## config.mk

```make
export PLATFORM = sky130hd
export DESIGN_NAME = pipeline_hazard_ctrl_flat
export DESIGN_NICKNAME = d
export VERILOG_FILES = /design/src/rtl/pipeline_hazard_ctrl_pkg.sv /design/src/rtl/pipeline_hazard_ctrl_if.sv /design/src/rtl/pipeline_hazard_ctrl_loaduse_detect.sv /design/src/rtl/pipeline_hazard_ctrl.sv /design/src/flat_wrapper.sv
export SDC_FILE = /design/constraint.sdc
export NUM_CORES = 1
export LEC_CHECK = 0
export ABC_CLOCK_PERIOD_IN_PS = 2050
export CAP_MARGIN = 20
export CORE_MARGIN = 2
export CORE_UTILIZATION = 46
export CTS_BUF_LIST = sky130_fd_sc_hd__clkbuf_2 sky130_fd_sc_hd__clkbuf_4 sky130_fd_sc_hd__clkbuf_8
export DETAILED_ROUTE_END_ITERATION = 16
export PLACE_DENSITY = 0.91
export RECOVER_POWER = 100
export SETUP_SLACK_MARGIN = 0.2
export SLEW_MARGIN = 15
export SYNTH_ARGS = -nofsm -noshare
export SYNTH_HDL_FRONTEND = slang
export SYNTH_SLANG_ARGS = --single-unit
```

## constraint.sdc

```tcl
create_clock -name clk -period 2.05 [get_ports clk]
set_clock_uncertainty 0.05 [all_clocks]
set_input_delay 0.41 -clock clk [delete_from_list [all_inputs] [get_ports clk]]
set_output_delay 0.41 -clock clk [all_outputs]
set_load 0.02 [all_outputs]
```

## src/rtl/pipeline_hazard_ctrl_pkg.sv

```systemverilog
// Shared state codes and strobe bundles for the pipeline hazard sequencer.
package pipeline_hazard_ctrl_pkg;

    typedef enum logic [1:0] {
        CTRL_RUN      = 2'd0,
        CTRL_MD_BUSY  = 2'd1,
        CTRL_MEM_WAIT = 2'd2
    } ctrl_state_e;

    typedef struct packed {
        logic pc;
        logic if_id;
        logic id_ex;
        logic ex_mem;
    } stall_t;

    typedef struct packed {
        logic if_id;
        logic id_ex;
        logic ex_mem;
        logic mem_wb;
    } flush_t;

    localparam stall_t STALL_FRONT = '{pc: 1'b1, if_id: 1'b1, id_ex: 1'b0, ex_mem: 1'b0};
    localparam stall_t STALL_TO_EX = '{pc: 1'b1, if_id: 1'b1, id_ex: 1'b1, ex_mem: 1'b0};
    localparam stall_t STALL_ALL   = '{pc: 1'b1, if_id: 1'b1, id_ex: 1'b1, ex_mem: 1'b1};

    localparam int TMR_W = 8;

endpackage

```

## src/rtl/pipeline_hazard_ctrl_if.sv

```systemverilog
// Hazard inputs from the pipeline stages and the stall/flush strobes back to them.
interface pipeline_hazard_ctrl_if #(
    parameter int CNT_W = 32
);
    logic [4:0]       ID_rs1;
    logic [4:0]       ID_rs2;
    logic             ID_use_rs1;
    logic             ID_use_rs2;
    logic             EX_MemRead;
    logic [4:0]       EX_rd;
    logic             EX_is_muldiv;
    logic             EX_redirect;
    logic             muldiv_done;
    logic             MEM_req;
    logic             MEM_ready;

    logic             PC_stall;
    logic             IF_ID_stall;
    logic             ID_EX_stall;
    logic             EX_MEM_stall;
    logic             IF_ID_flush;
    logic             ID_EX_flush;
    logic             EX_MEM_flush;
    logic             MEM_WB_flush;
    logic             muldiv_start;
    logic [1:0]       ctrl_state;
    logic [CNT_W-1:0] stall_cnt;
    logic             hang_err;

    modport master (
        output ID_rs1, ID_rs2, ID_use_rs1, ID_use_rs2, EX_MemRead, EX_rd,
               EX_is_muldiv, EX_redirect, muldiv_done, MEM_req, MEM_ready,
        input  PC_stall, IF_ID_stall, ID_EX_stall, EX_MEM_stall,
               IF_ID_flush, ID_EX_flush, EX_MEM_flush, MEM_WB_flush,
               muldiv_start, ctrl_state, stall_cnt, hang_err
    );

    modport slave (
        input  ID_rs1, ID_rs2, ID_use_rs1, ID_use_rs2, EX_MemRead, EX_rd,
               EX_is_muldiv, EX_redirect, muldiv_done, MEM_req, MEM_ready,
        output PC_stall, IF_ID_stall, ID_EX_stall, EX_MEM_stall,
               IF_ID_flush, ID_EX_flush, EX_MEM_flush, MEM_WB_flush,
               muldiv_start, ctrl_state, stall_cnt, hang_err
    );
endinterface

```

## src/rtl/pipeline_hazard_ctrl_loaduse_detect.sv

```systemverilog
// Load-use compare between the load in EX and the source registers read in ID.
// Purely combinational, zero latency, no backpressure of its own.
module pipeline_hazard_ctrl_loaduse_detect (
    input  logic [4:0] id_rs1,
    input  logic [4:0] id_rs2,
    input  logic       id_use_rs1,
    input  logic       id_use_rs2,
    input  logic       ex_mem_read,
    input  logic [4:0] ex_rd,
    output logic       load_use
);
    assign load_use = ex_mem_read && (ex_rd != 5'd0) &&
                      ((id_use_rs1 && (ex_rd == id_rs1)) ||
                       (id_use_rs2 && (ex_rd == id_rs2)));
endmodule

```

## src/rtl/pipeline_hazard_ctrl.sv

```systemverilog
// Stall/flush sequencer for load-use, redirect, MUL/DIV and data-memory waits.
// Strobes are same-cycle (Mealy); memory wait backpressures every stage up to EX_MEM.
module pipeline_hazard_ctrl
    import pipeline_hazard_ctrl_pkg::*;
#(
    parameter int CNT_W   = 32,
    parameter int TIMEOUT = 255
) (
    input  logic                  clk,
    input  logic                  rst,
    pipeline_hazard_ctrl_if.slave hz
);
    localparam logic [TMR_W-1:0] TMR_LIMIT = TMR_W'(TIMEOUT);

    ctrl_state_e      state_q, state_d;
    logic             md_done_q, md_done_d;
    logic [TMR_W-1:0] wait_tmr_q, wait_tmr_inc;
    logic [CNT_W-1:0] stall_cnt_q;
    logic             hang_err_q;
    logic             load_use, mem_blocked, in_wait;
    stall_t           stall;
    flush_t           flush;
    logic             start;

    pipeline_hazard_ctrl_loaduse_detect u_loaduse (
        .id_rs1      (hz.ID_rs1),
        .id_rs2      (hz.ID_rs2),
        .id_use_rs1  (hz.ID_use_rs1),
        .id_use_rs2  (hz.ID_use_rs2),
        .ex_mem_read (hz.EX_MemRead),
        .ex_rd       (hz.EX_rd),
        .load_use    (load_use)
    );

    assign mem_blocked  = hz.MEM_req && !hz.MEM_ready;
    assign in_wait      = (state_q == CTRL_MD_BUSY) || (state_q == CTRL_MEM_WAIT);
    assign wait_tmr_inc = (wait_tmr_q == TMR_LIMIT) ? wait_tmr_q : wait_tmr_q + 1'b1;

    always_comb begin
        stall     = '0;
        flush     = '0;
        start     = 1'b0;
        state_d   = state_q;
        md_done_d = md_done_q;
        case (state_q)
            // MEM_WAIT re-applies rule 1 while blocked; its ready cycle falls through to rules 2-4.
            CTRL_RUN, CTRL_MEM_WAIT: begin
                state_d = CTRL_RUN;
                if (mem_blocked) begin
                    stall        = STALL_ALL;
                    flush.mem_wb = 1'b1;
                    state_d      = CTRL_MEM_WAIT;
                end else if (hz.EX_is_muldiv) begin
                    start        = 1'b1;
                    stall        = STALL_TO_EX;
                    flush.ex_mem = 1'b1;
                    state_d      = CTRL_MD_BUSY;
                end else if (hz.EX_redirect) begin
                    flush.if_id  = 1'b1;
                    flush.id_ex  = 1'b1;
                end else if (load_use) begin
                    stall        = STALL_FRONT;
                    flush.id_ex  = 1'b1;
                end
            end
            CTRL_MD_BUSY: begin
                if (mem_blocked) begin
                    stall        = STALL_ALL;
                    flush.mem_wb = 1'b1;
                    md_done_d    = md_done_q || hz.muldiv_done;
                end else if (hz.muldiv_done || md_done_q) begin
                    md_done_d    = 1'b0;
                    state_d      = CTRL_RUN;
                end else begin
                    stall        = STALL_TO_EX;
                    flush.ex_mem = 1'b1;
                end
            end
            default: begin
                state_d   = CTRL_RUN;
                md_done_d = 1'b0;
            end
        endcase
        if (rst) begin
            stall = '0;
            flush = '0;
            start = 1'b0;
        end
    end

    always_ff @(posedge clk) begin
        if (rst) begin
            state_q     <= CTRL_RUN;
            md_done_q   <= 1'b0;
            wait_tmr_q  <= '0;
            stall_cnt_q <= '0;
            hang_err_q  <= 1'b0;
        end else begin
            state_q   <= state_d;
            md_done_q <= md_done_d;
            if (in_wait) begin
                wait_tmr_q <= wait_tmr_inc;
                if (wait_tmr_inc == TMR_LIMIT) begin
                    hang_err_q <= 1'b1;
                end
            end else begin
                wait_tmr_q <= '0;
            end
            if (stall.pc && (stall_cnt_q != '1)) begin
                stall_cnt_q <= stall_cnt_q + CNT_W'(1);
            end
        end
    end

    assign hz.PC_stall     = stall.pc;
    assign hz.IF_ID_stall  = stall.if_id;
    assign hz.ID_EX_stall  = stall.id_ex;
    assign hz.EX_MEM_stall = stall.ex_mem;
    assign hz.IF_ID_flush  = flush.if_id;
    assign hz.ID_EX_flush  = flush.id_ex;
    assign hz.EX_MEM_flush = flush.ex_mem;
    assign hz.MEM_WB_flush = flush.mem_wb;
    assign hz.muldiv_start = start;
    assign hz.ctrl_state   = state_q;
    assign hz.stall_cnt    = stall_cnt_q;
    assign hz.hang_err     = hang_err_q;

endmodule

```

## src/flat_wrapper.sv

```systemverilog
// flat-port wrapper written by rule: the top's interface ports become plain ports
module pipeline_hazard_ctrl_flat import pipeline_hazard_ctrl_pkg::*;
#(
    parameter int CNT_W   = 32,
    parameter int TIMEOUT = 255
)
  (clk, rst, hz_ID_rs1, hz_ID_rs2, hz_ID_use_rs1, hz_ID_use_rs2, hz_EX_MemRead, hz_EX_rd, hz_EX_is_muldiv, hz_EX_redirect, hz_muldiv_done, hz_MEM_req, hz_MEM_ready, hz_PC_stall, hz_IF_ID_stall, hz_ID_EX_stall, hz_EX_MEM_stall, hz_IF_ID_flush, hz_ID_EX_flush, hz_EX_MEM_flush, hz_MEM_WB_flush, hz_muldiv_start, hz_ctrl_state, hz_stall_cnt, hz_hang_err);
  pipeline_hazard_ctrl_if #(.CNT_W(CNT_W)) hz_i ();
  input  logic clk;
  input  logic rst;
  input wire logic [$bits(hz_i.ID_rs1)-1:0] hz_ID_rs1;
  input wire logic [$bits(hz_i.ID_rs2)-1:0] hz_ID_rs2;
  input wire logic [$bits(hz_i.ID_use_rs1)-1:0] hz_ID_use_rs1;
  input wire logic [$bits(hz_i.ID_use_rs2)-1:0] hz_ID_use_rs2;
  input wire logic [$bits(hz_i.EX_MemRead)-1:0] hz_EX_MemRead;
  input wire logic [$bits(hz_i.EX_rd)-1:0] hz_EX_rd;
  input wire logic [$bits(hz_i.EX_is_muldiv)-1:0] hz_EX_is_muldiv;
  input wire logic [$bits(hz_i.EX_redirect)-1:0] hz_EX_redirect;
  input wire logic [$bits(hz_i.muldiv_done)-1:0] hz_muldiv_done;
  input wire logic [$bits(hz_i.MEM_req)-1:0] hz_MEM_req;
  input wire logic [$bits(hz_i.MEM_ready)-1:0] hz_MEM_ready;
  output wire logic [$bits(hz_i.PC_stall)-1:0] hz_PC_stall;
  output wire logic [$bits(hz_i.IF_ID_stall)-1:0] hz_IF_ID_stall;
  output wire logic [$bits(hz_i.ID_EX_stall)-1:0] hz_ID_EX_stall;
  output wire logic [$bits(hz_i.EX_MEM_stall)-1:0] hz_EX_MEM_stall;
  output wire logic [$bits(hz_i.IF_ID_flush)-1:0] hz_IF_ID_flush;
  output wire logic [$bits(hz_i.ID_EX_flush)-1:0] hz_ID_EX_flush;
  output wire logic [$bits(hz_i.EX_MEM_flush)-1:0] hz_EX_MEM_flush;
  output wire logic [$bits(hz_i.MEM_WB_flush)-1:0] hz_MEM_WB_flush;
  output wire logic [$bits(hz_i.muldiv_start)-1:0] hz_muldiv_start;
  output wire logic [$bits(hz_i.ctrl_state)-1:0] hz_ctrl_state;
  output wire logic [$bits(hz_i.stall_cnt)-1:0] hz_stall_cnt;
  output wire logic [$bits(hz_i.hang_err)-1:0] hz_hang_err;
  assign hz_i.ID_rs1 = hz_ID_rs1;
  assign hz_i.ID_rs2 = hz_ID_rs2;
  assign hz_i.ID_use_rs1 = hz_ID_use_rs1;
  assign hz_i.ID_use_rs2 = hz_ID_use_rs2;
  assign hz_i.EX_MemRead = hz_EX_MemRead;
  assign hz_i.EX_rd = hz_EX_rd;
  assign hz_i.EX_is_muldiv = hz_EX_is_muldiv;
  assign hz_i.EX_redirect = hz_EX_redirect;
  assign hz_i.muldiv_done = hz_muldiv_done;
  assign hz_i.MEM_req = hz_MEM_req;
  assign hz_i.MEM_ready = hz_MEM_ready;
  assign hz_PC_stall = hz_i.PC_stall;
  assign hz_IF_ID_stall = hz_i.IF_ID_stall;
  assign hz_ID_EX_stall = hz_i.ID_EX_stall;
  assign hz_EX_MEM_stall = hz_i.EX_MEM_stall;
  assign hz_IF_ID_flush = hz_i.IF_ID_flush;
  assign hz_ID_EX_flush = hz_i.ID_EX_flush;
  assign hz_EX_MEM_flush = hz_i.EX_MEM_flush;
  assign hz_MEM_WB_flush = hz_i.MEM_WB_flush;
  assign hz_muldiv_start = hz_i.muldiv_start;
  assign hz_ctrl_state = hz_i.ctrl_state;
  assign hz_stall_cnt = hz_i.stall_cnt;
  assign hz_hang_err = hz_i.hang_err;
  pipeline_hazard_ctrl #(.CNT_W(CNT_W), .TIMEOUT(TIMEOUT)) u_core (.clk(clk), .rst(rst), .hz(hz_i));
endmodule
```

==> reports/qor.json <==
{
  "die-area_um2": 6440,
  "clock.fmax_mhz": 395,
  "groute.usage.overall_pct": 33.3,
  "areaGrowthSynthToFinish_pct": 80.2,
  "final-seq-area_um2": 931,
  "synth_seq_cells": 44,
  "final_cell_area_um2": 4820,
  "placed_cells_incl_taps": 468,
  "crit_path_start_kind": "flip-flop",
  "synth_sequential_area_ratio_pct": 32.9,
  "critPathArrivalTime_ps": 2710,
  "netlist.area_leader.share_pct": 32.9,
  "antenna_found_initial": 0,
  "total_power_mw": 2.11,
  "layout_worst_path_cycle_share_pct": 124,
  "dpl_cell_area_um2": 3750,
  "dieWidth_um": 80.2,
  "finalMaxSlewViolations": 0,
  "cap_viol_max_count": 0,
  "yosys_warnings": 0,
  "multi_input_comb_area_um2": 2140,
  "timing.final.setup_violations": 41,
  "timing.final.crit_period_ps": 2530,
  "post_drt_via_cell_ratio": 6.94,
  "cts-root-buf": "sky130_fd_sc_hd__clkbuf_8",
  "routed_wire_length_mm": 13.6,
  "timing_hold_violations_final": 0,
  "cts-buffers-inserted": 5,
  "violations": "negative setup slack",
  "synth_ff_type": "sky130_fd_sc_hd__dfxtp_1",
  "cts_tree": "built",
  "setup_slack_after_placement_ps": -876,
  "yosysTopAreaCell": "sky130_fd_sc_hd__dfxtp_1",
  "antenna_cells": 0,
  "vias_in_the_first_global_route": 3149,
  "cts_num_sinks": 44,
  "rows": 27,
  "cellPowerDensity_nw_per_um2": 438,
  "insertion_delay_ps": 310,
  "drive_gt1_share_pct": 50.8,
  "hpwl_mm": 5.20,
  "postSynthAreaPerCell_um2": 8.77,
  "clock_path_buffers": 2,
  "grt_setup_unrepaired": "true",
  "postLayoutSetupSlackWorst_ps": -483,
  "synth_top_cells_by_area": "sky130_fd_sc_hd__dfxtp_1, sky130_fd_sc_hd__a21oi_1, sky130_fd_sc_hd__or4_1",
  "synth-edff-count": 0,
  "max_ir_drop_vdd_uv": 288,
  "postCtsHoldBufs": 0,
  "top_level_ports": 69,
  "coreArea_um2": 5570,
  "crit_type": "reg2reg",
  "grt_start_max_net_pins": 33,
  "postSynthCellCount": 305,
  "drc_errors": 0,
  "final.hold.worst_slack_ps": 449,
  "setup.worst_path.end_class": "flip-flop",
  "dr_total_vias": 3617,
  "reg2regPathDepth": 11,
  "nNetsFinal": 479,
  "gp_routability_congestion": 0.784,
  "worst_path_max_fanout": 6,
  "maxSlewHeadroom_pct": 68.8,
  "global_route_wire_length_before_repair_mm": 16.6,
  "run_status": "complete, but fails checks",
  "power.clock.fraction_pct": 30.0,
  "hold_path_class": "reg2reg",
  "final_cells": 521,
  "utilization_pct": 86.4,
  "cts.htree.levels": 2,
  "p_int_mw": 1.45,
  "grt-ovfl-total": 0,
  "wire_per_inst_um": 26.1,
  "power_frac_seq_pct": 41.3,
  "finalSetupTns_ps": -12220,
  "floorplan.die.height_um": 80.2,
  "synth_async_sr_flop_share_pct": 0,
  "first_iter_violations": 513,
  "cts.reportedPaths.clkPinSlew_ps": 90,
  "mappedNetlistArea_um2": 2670,
  "power_switching_share_pct": 31.2,
  "combPwrFrac_pct": 28.7,
  "whs_path_depth": 2,
  "postSynthNetCount": 336,
  "crit_required_ps": 2220,
  "power_spent_charging_and_discharging_nets_uw": 659,
  "max_slew.worst_pin.slew_ps": 467,
  "filler_instances": 224,
  "static-leakage-power_nw": 2.02,
  "drt_pass_1_iters": 5,
  "final_antenna_net_count": 0,
  "port_buffers": 68,
  "synth.lib_cells_used.distinct": 60,
  "initial_core_util_pct": 48.0
}
-- critical path, cell delays in order (launching register included) --
cell and delay, ps:
sky130_fd_sc_hd__dfxtp_4 380, sky130_fd_sc_hd__inv_4 70, sky130_fd_sc_hd__buf_6 110, sky130_fd_sc_hd__ha_4 160, sky130_fd_sc_hd__o21ai_4 90, sky130_fd_sc_hd__o32ai_4 370
sky130_fd_sc_hd__a21oi_4 90, sky130_fd_sc_hd__buf_6 140, sky130_fd_sc_hd__buf_4 160, sky130_fd_sc_hd__buf_16 150, sky130_fd_sc_hd__or4_1 430, sky130_fd_sc_hd__a21oi_1 230
-- layer usage --
layer  part of all wire, %  vias up  track usage [%]
li1                      -     1441                -
met1                    34     1671             40.9
met2                    45      371             57.2
met3                    11      134             4.04
met4                   9.5        0             16.6
met5                     0        -                0
-- cell families after synthesis --
group           count (synthesis)  synth area share, %
mux                             3                 1.36
xor+xnor                       14                 4.59
buf+inv                        25                 6.79
compound gates                 79                 20.7
flops                          44                 32.9
simple gates                  134                 30.8
fa+ha+maj                       6                 2.81
-- final timing paths --
check / from / endpoint / slack, ps
worst max register to register: u_core.hz.ctrl_state[1]$_SDFFE_PP0P_ / u_core.hz.stall_cnt[27]$_SDFFE_PP0P_ / -480
worst min register to register: u_core.hz.hang_err$_SDFFE_PP0P_ / u_core.hz.hang_err$_SDFFE_PP0P_ / 450
worst min-delay path: u_core.hz.hang_err$_SDFFE_PP0P_ / u_core.hz.hang_err$_SDFFE_PP0P_ / 450
worst max-delay path: u_core.hz.ctrl_state[1]$_SDFFE_PP0P_ / u_core.hz.stall_cnt[27]$_SDFFE_PP0P_ / -480
-- registers in the layout, indices dropped and copies added, names as in the netlist --
name / count
u_core.hz.stall_cnt: 32
u_core.md_done_q: 1
u_core.hz.ctrl_state: 2
u_core.wait_tmr_q: 8
u_core.hz.hang_err: 1
-- cells in the mapped netlist (2+ instances only) --
cell type / count
sky130_fd_sc_hd__nand2b_1: 2
sky130_fd_sc_hd__ha_1: 6
sky130_fd_sc_hd__clkbuf_1: 3
sky130_fd_sc_hd__nand3b_1: 2
sky130_fd_sc_hd__nor2_1: 23
sky130_fd_sc_hd__nor4_1: 2
sky130_fd_sc_hd__nand4_1: 13
sky130_fd_sc_hd__inv_1: 7
sky130_fd_sc_hd__and3_1: 3
sky130_fd_sc_hd__or2_2: 3
sky130_fd_sc_hd__o31ai_1: 12
sky130_fd_sc_hd__buf_6: 8
sky130_fd_sc_hd__dfxtp_1: 44
sky130_fd_sc_hd__or4b_1: 2
sky130_fd_sc_hd__or4_1: 14
sky130_fd_sc_hd__o21a_1: 2
sky130_fd_sc_hd__o21ai_0: 10
sky130_fd_sc_hd__nand4_4: 2
sky130_fd_sc_hd__a21oi_1: 29
sky130_fd_sc_hd__o311ai_0: 5
sky130_fd_sc_hd__xnor2_1: 12
sky130_fd_sc_hd__nand2_1: 23
sky130_fd_sc_hd__buf_4: 4
sky130_fd_sc_hd__and2_1: 4
sky130_fd_sc_hd__nand3_1: 14
sky130_fd_sc_hd__nand4_2: 2
sky130_fd_sc_hd__xor2_1: 2
sky130_fd_sc_hd__nor3_1: 4
sky130_fd_sc_hd__or3_1: 9
sky130_fd_sc_hd__o41ai_1: 7
sky130_fd_sc_hd__o21ai_1: 3
-- final cells by class --
class | instances | area share (%)
Inverter | 7 | 0.727
Tap cell | 72 | 1.87
Timing Repair Buffer | 154 | 31.6
Multi-Input combinational cell | 236 | 44.5
Sequential cell | 44 | 19.3
Clock buffer | 7 | 1.87
Clock inverter | 1 | 0.130
-- placed cells by master, fill, tap and decap left out, types with 3 or more instances in the layout --
cell type and instances:
sky130_fd_sc_hd__buf_6 15, sky130_fd_sc_hd__buf_12 6, sky130_fd_sc_hd__and2_1 3, sky130_fd_sc_hd__nand2_1 20, sky130_fd_sc_hd__inv_1 4, sky130_fd_sc_hd__dfxtp_2 22, sky130_fd_sc_hd__and3_1 3, sky130_fd_sc_hd__dlymetal6s2s_1 12
sky130_fd_sc_hd__nor2_4 3, sky130_fd_sc_hd__clkbuf_8 6, sky130_fd_sc_hd__clkbuf_16 3, sky130_fd_sc_hd__or4_1 4, sky130_fd_sc_hd__or3_1 7, sky130_fd_sc_hd__dfxtp_4 6, sky130_fd_sc_hd__ha_2 3, sky130_fd_sc_hd__dfxtp_1 16
sky130_fd_sc_hd__clkdlybuf4s50_1 20, sky130_fd_sc_hd__o311ai_4 4, sky130_fd_sc_hd__o41ai_2 4, sky130_fd_sc_hd__xnor2_1 11, sky130_fd_sc_hd__nor2_1 20, sky130_fd_sc_hd__dlygate4sd2_1 22, sky130_fd_sc_hd__nand4_1 13, sky130_fd_sc_hd__nand3_1 13
sky130_fd_sc_hd__o31ai_1 8, sky130_fd_sc_hd__buf_4 68, sky130_fd_sc_hd__ha_4 3, sky130_fd_sc_hd__or4_4 10, sky130_fd_sc_hd__buf_2 4, sky130_fd_sc_hd__a21oi_2 10, sky130_fd_sc_hd__nand4_4 4, sky130_fd_sc_hd__o21ai_1 10
sky130_fd_sc_hd__inv_4 3, sky130_fd_sc_hd__a21oi_1 18
-- what timing repair did --
item | 4_1_cts | 5_1_grt
endpoints found under the setup margin | 48 | 56
gates resized for setup | 167 | 58
setup buffers | 24 | 16
cloned | 2 | 3
pin swaps | 42 | 30
-- power by group through the flow --
stage | Combinational [mW] | Sequential (mW) | Clock, mW
floorplan | 0.192 | 0.899 | 0
global placement | 0.327 | 0.893 | 0
detailed placement | 0.339 | 0.893 | 0
CTS | 0.469 | 0.870 | 0.606
global route | 0.619 | 0.871 | 0.651
finish | 0.605 | 0.870 | 0.634
No activity file was read; power rests on OpenSTA's default activity.
==> RTL edit: new RTL, same settings <==
Make the reset (`rst`) asynchronous in one clocked block.
--- a/src/rtl/pipeline_hazard_ctrl.sv
+++ b/src/rtl/pipeline_hazard_ctrl.sv
@@ -90,3 +90,3 @@
 
-    always_ff @(posedge clk) begin
+    always_ff @(posedge clk or posedge rst) begin
         if (rst) begin
Function: differs if rst is asserted again (counterexample within 4 cycles, from zero or initial values and one cycle with rst high); with rst held inactive, the same outputs for 10 cycles.
==> RTL edit against the unedited design <==
  * The flow still finishes with violations (negative setup slack)
  * Largest cell class unchanged
  * Combinational power grew 97%
  * Setup slack gained 290 ps
  * Wire length shrank 46%
  * First-iteration DRC count shrank 71%
  * Cell area shrank 16%
  * Synthesized area shrank 3.7%
  * Power grew 36%
  * Sequential cell count is the same
  * Largest power group is now combinational cells
==> RTL edit: results (changes against the unedited design) <==
- Synth unique cells: 46 (-23%)
- R2R Path End: u_core.hz.stall_cnt[1]
- Final setup viols: 41 (unchanged)
- Post-synth top cells: dfrtp_1 (44), xor2_1 (31), nor3_1 (20)
- P_int: 1820 uW (+25%)
- TritonRoute pass-1 iters: 4 (-1)
- WHS: 432 ps (-17.9 ps)
- FILL cells: 354 (+58%)
- Leakage: 0.00206 uW (+2.0%)
- CP max stage delay: 450 ps (+20 ps)
- Place WS: -888 ps (-12.2 ps)
- Reg2Reg Depth: 8 (-3)
- Worst EP arrival: 1790 ps (-920 ps)
- Predominant post-synthesis flop cell: dfrtp_1
- Largest net degree at the start of global routing: 45 (+36%)
- Vias in the first global route: 2588 (-18%)
- Worst Hold End: u_core.hz.hang_err
- Worst Max-Slew Pin Slew: 1060 ps (+594 ps)
- Cells after Synth: 267 (-12%)
- Register area share after synthesis: 42.8% (+9.8 points)
- Global Route Usage Sum: 24.5% (-8.8 points)
- VDD IR max: 556 uV (+93%)
- HP Start: u_core.hz.hang_err
- R2R Setup Slk: -180 ps (+300 ps)
- Outcome: finished with violations
- Vias/cell: 5.72 (-18%)
- Crit path from: u_core.hz.ctrl_state[1]
- Critical path's slowest cell: dfrtp_2
- First-pass GRT wire length: 12200 microns (-26%)
- PnR worst setup slack: -195 ps (+288 ps)
- RR Startpoint: u_core.hz.ctrl_state[1]
- Worst Path Max Fanout: 4 (-2)
- Final #Nets: 401 (-16%)
- WL per Instance: 16.7 microns (-36%)
- Iteration-0 DRC count of the detailed router: 150 (-71%)
- Syn_nets: 298 (-11%)
- Overall via count from detail_route: 2536 (-30%)
- Failing checks: negative setup slack
- Post-synthesis async set-or-reset flop share: 100% (+100 points)
- Final HPWL DP: 4960 microns (-4.6%)
-- RTL edit: cell types whose count changed after synthesis, sizes merged, moves of 9 or more --
cell / unedited run / this run
xor2: 2 / 31
a21oi: 30 / 9
nor3: 5 / 21
dfrtp: 0 / 44
or3: 9 / 0
o31ai: 12 / 0
or4: 14 / 1
dfxtp: 44 / 0
-- RTL edit: final cells by class --
class	count	area [sq um]	area share, %
timing repair buffer	107	998	24.7
clock inverter	1	8.76	0.217
sequential	44	1110	27.5
clock buffer	7	83.8	2.07
inverter	9	43.8	1.08
multi-input combinational	203	1710	42.2
tap	72	90.1	2.23
-- RTL edit: cell families (layout without fill, tap and decap cells) --
kind of cell | after synthesis | count (layout) | synth area share [%]
and+or+nand+nor | 123 | 123 | 27.1
adders and majority gates | 6 | 6 | 2.92
xor gates and xnor gates | 43 | 43 | 14.6
muxes | 3 | 3 | 1.36
buffers and inverters | 20 | 124 | 3.98
AOI/OAI and AO/OA | 28 | 28 | 7.29
DFF | 44 | 44 | 42.8
-- RTL edit: per-layer routing --
layer | track usage, % | vias up | share of wire [%] | wire, microns
met5 | 0 | - | 0 | 0
met4 | 7.93 | 0 | 1.6 | 121
met3 | 4.66 | 16 | 5.6 | 414
met2 | 44.6 | 93 | 55 | 4060
met1 | 29.0 | 1266 | 38 | 2790
li1 | - | 1161 | - | -
-- RTL edit: through the flow --
| step | area (sq um) | setup TNS, ps |
|---|---|---|
| finish | 4040 | -3490 |
| global route | 4040 | -7670 |
| CTS | 3980 | -1730 |
| detailed placement | 3740 | -28760 |
| global placement | 3740 | -27590 |
| floorplan | 2780 | -435 |
-- RTL edit: how the worst max path moves through the flow --
stage / end / cells after the start
after global routing: hz_EX_MEM_flush / 8
final: hz_IF_ID_stall / 7
after CTS: hz_IF_ID_stall / 6
after detailed placement: hz_ID_EX_flush / 6
after floorplan: hz_PC_stall / 6
after global placement: hz_ID_EX_flush / 6
-- RTL edit: what timing repair did --
action,4_1_cts,5_1_grt
buffers inserted,4,1
pin swaps,17,4
gates resized for setup,117,24
setup endpoints to repair,50,57
hold buffers,0,0
-- RTL edit: worst register-to-register path: stages, from the launching register on --
cell     delay [ps]
dfrtp_2         450
buf_6           140
ha_4            170
o21ai_4         160
o32ai_4         130
a31oi_4         260
buf_6           360
nor2_2          100
mux2_4          300
-- RTL edit: power groups by stage --
stage	clock (uW)	combinational [uW]	sequential (uW)
final	553	1190	1120
after global routing	601	1270	1130
after CTS	557	1140	1100
after detailed placement	0	1040	1110
after global placement	0	1010	1100
after floorplan	0	534	1170
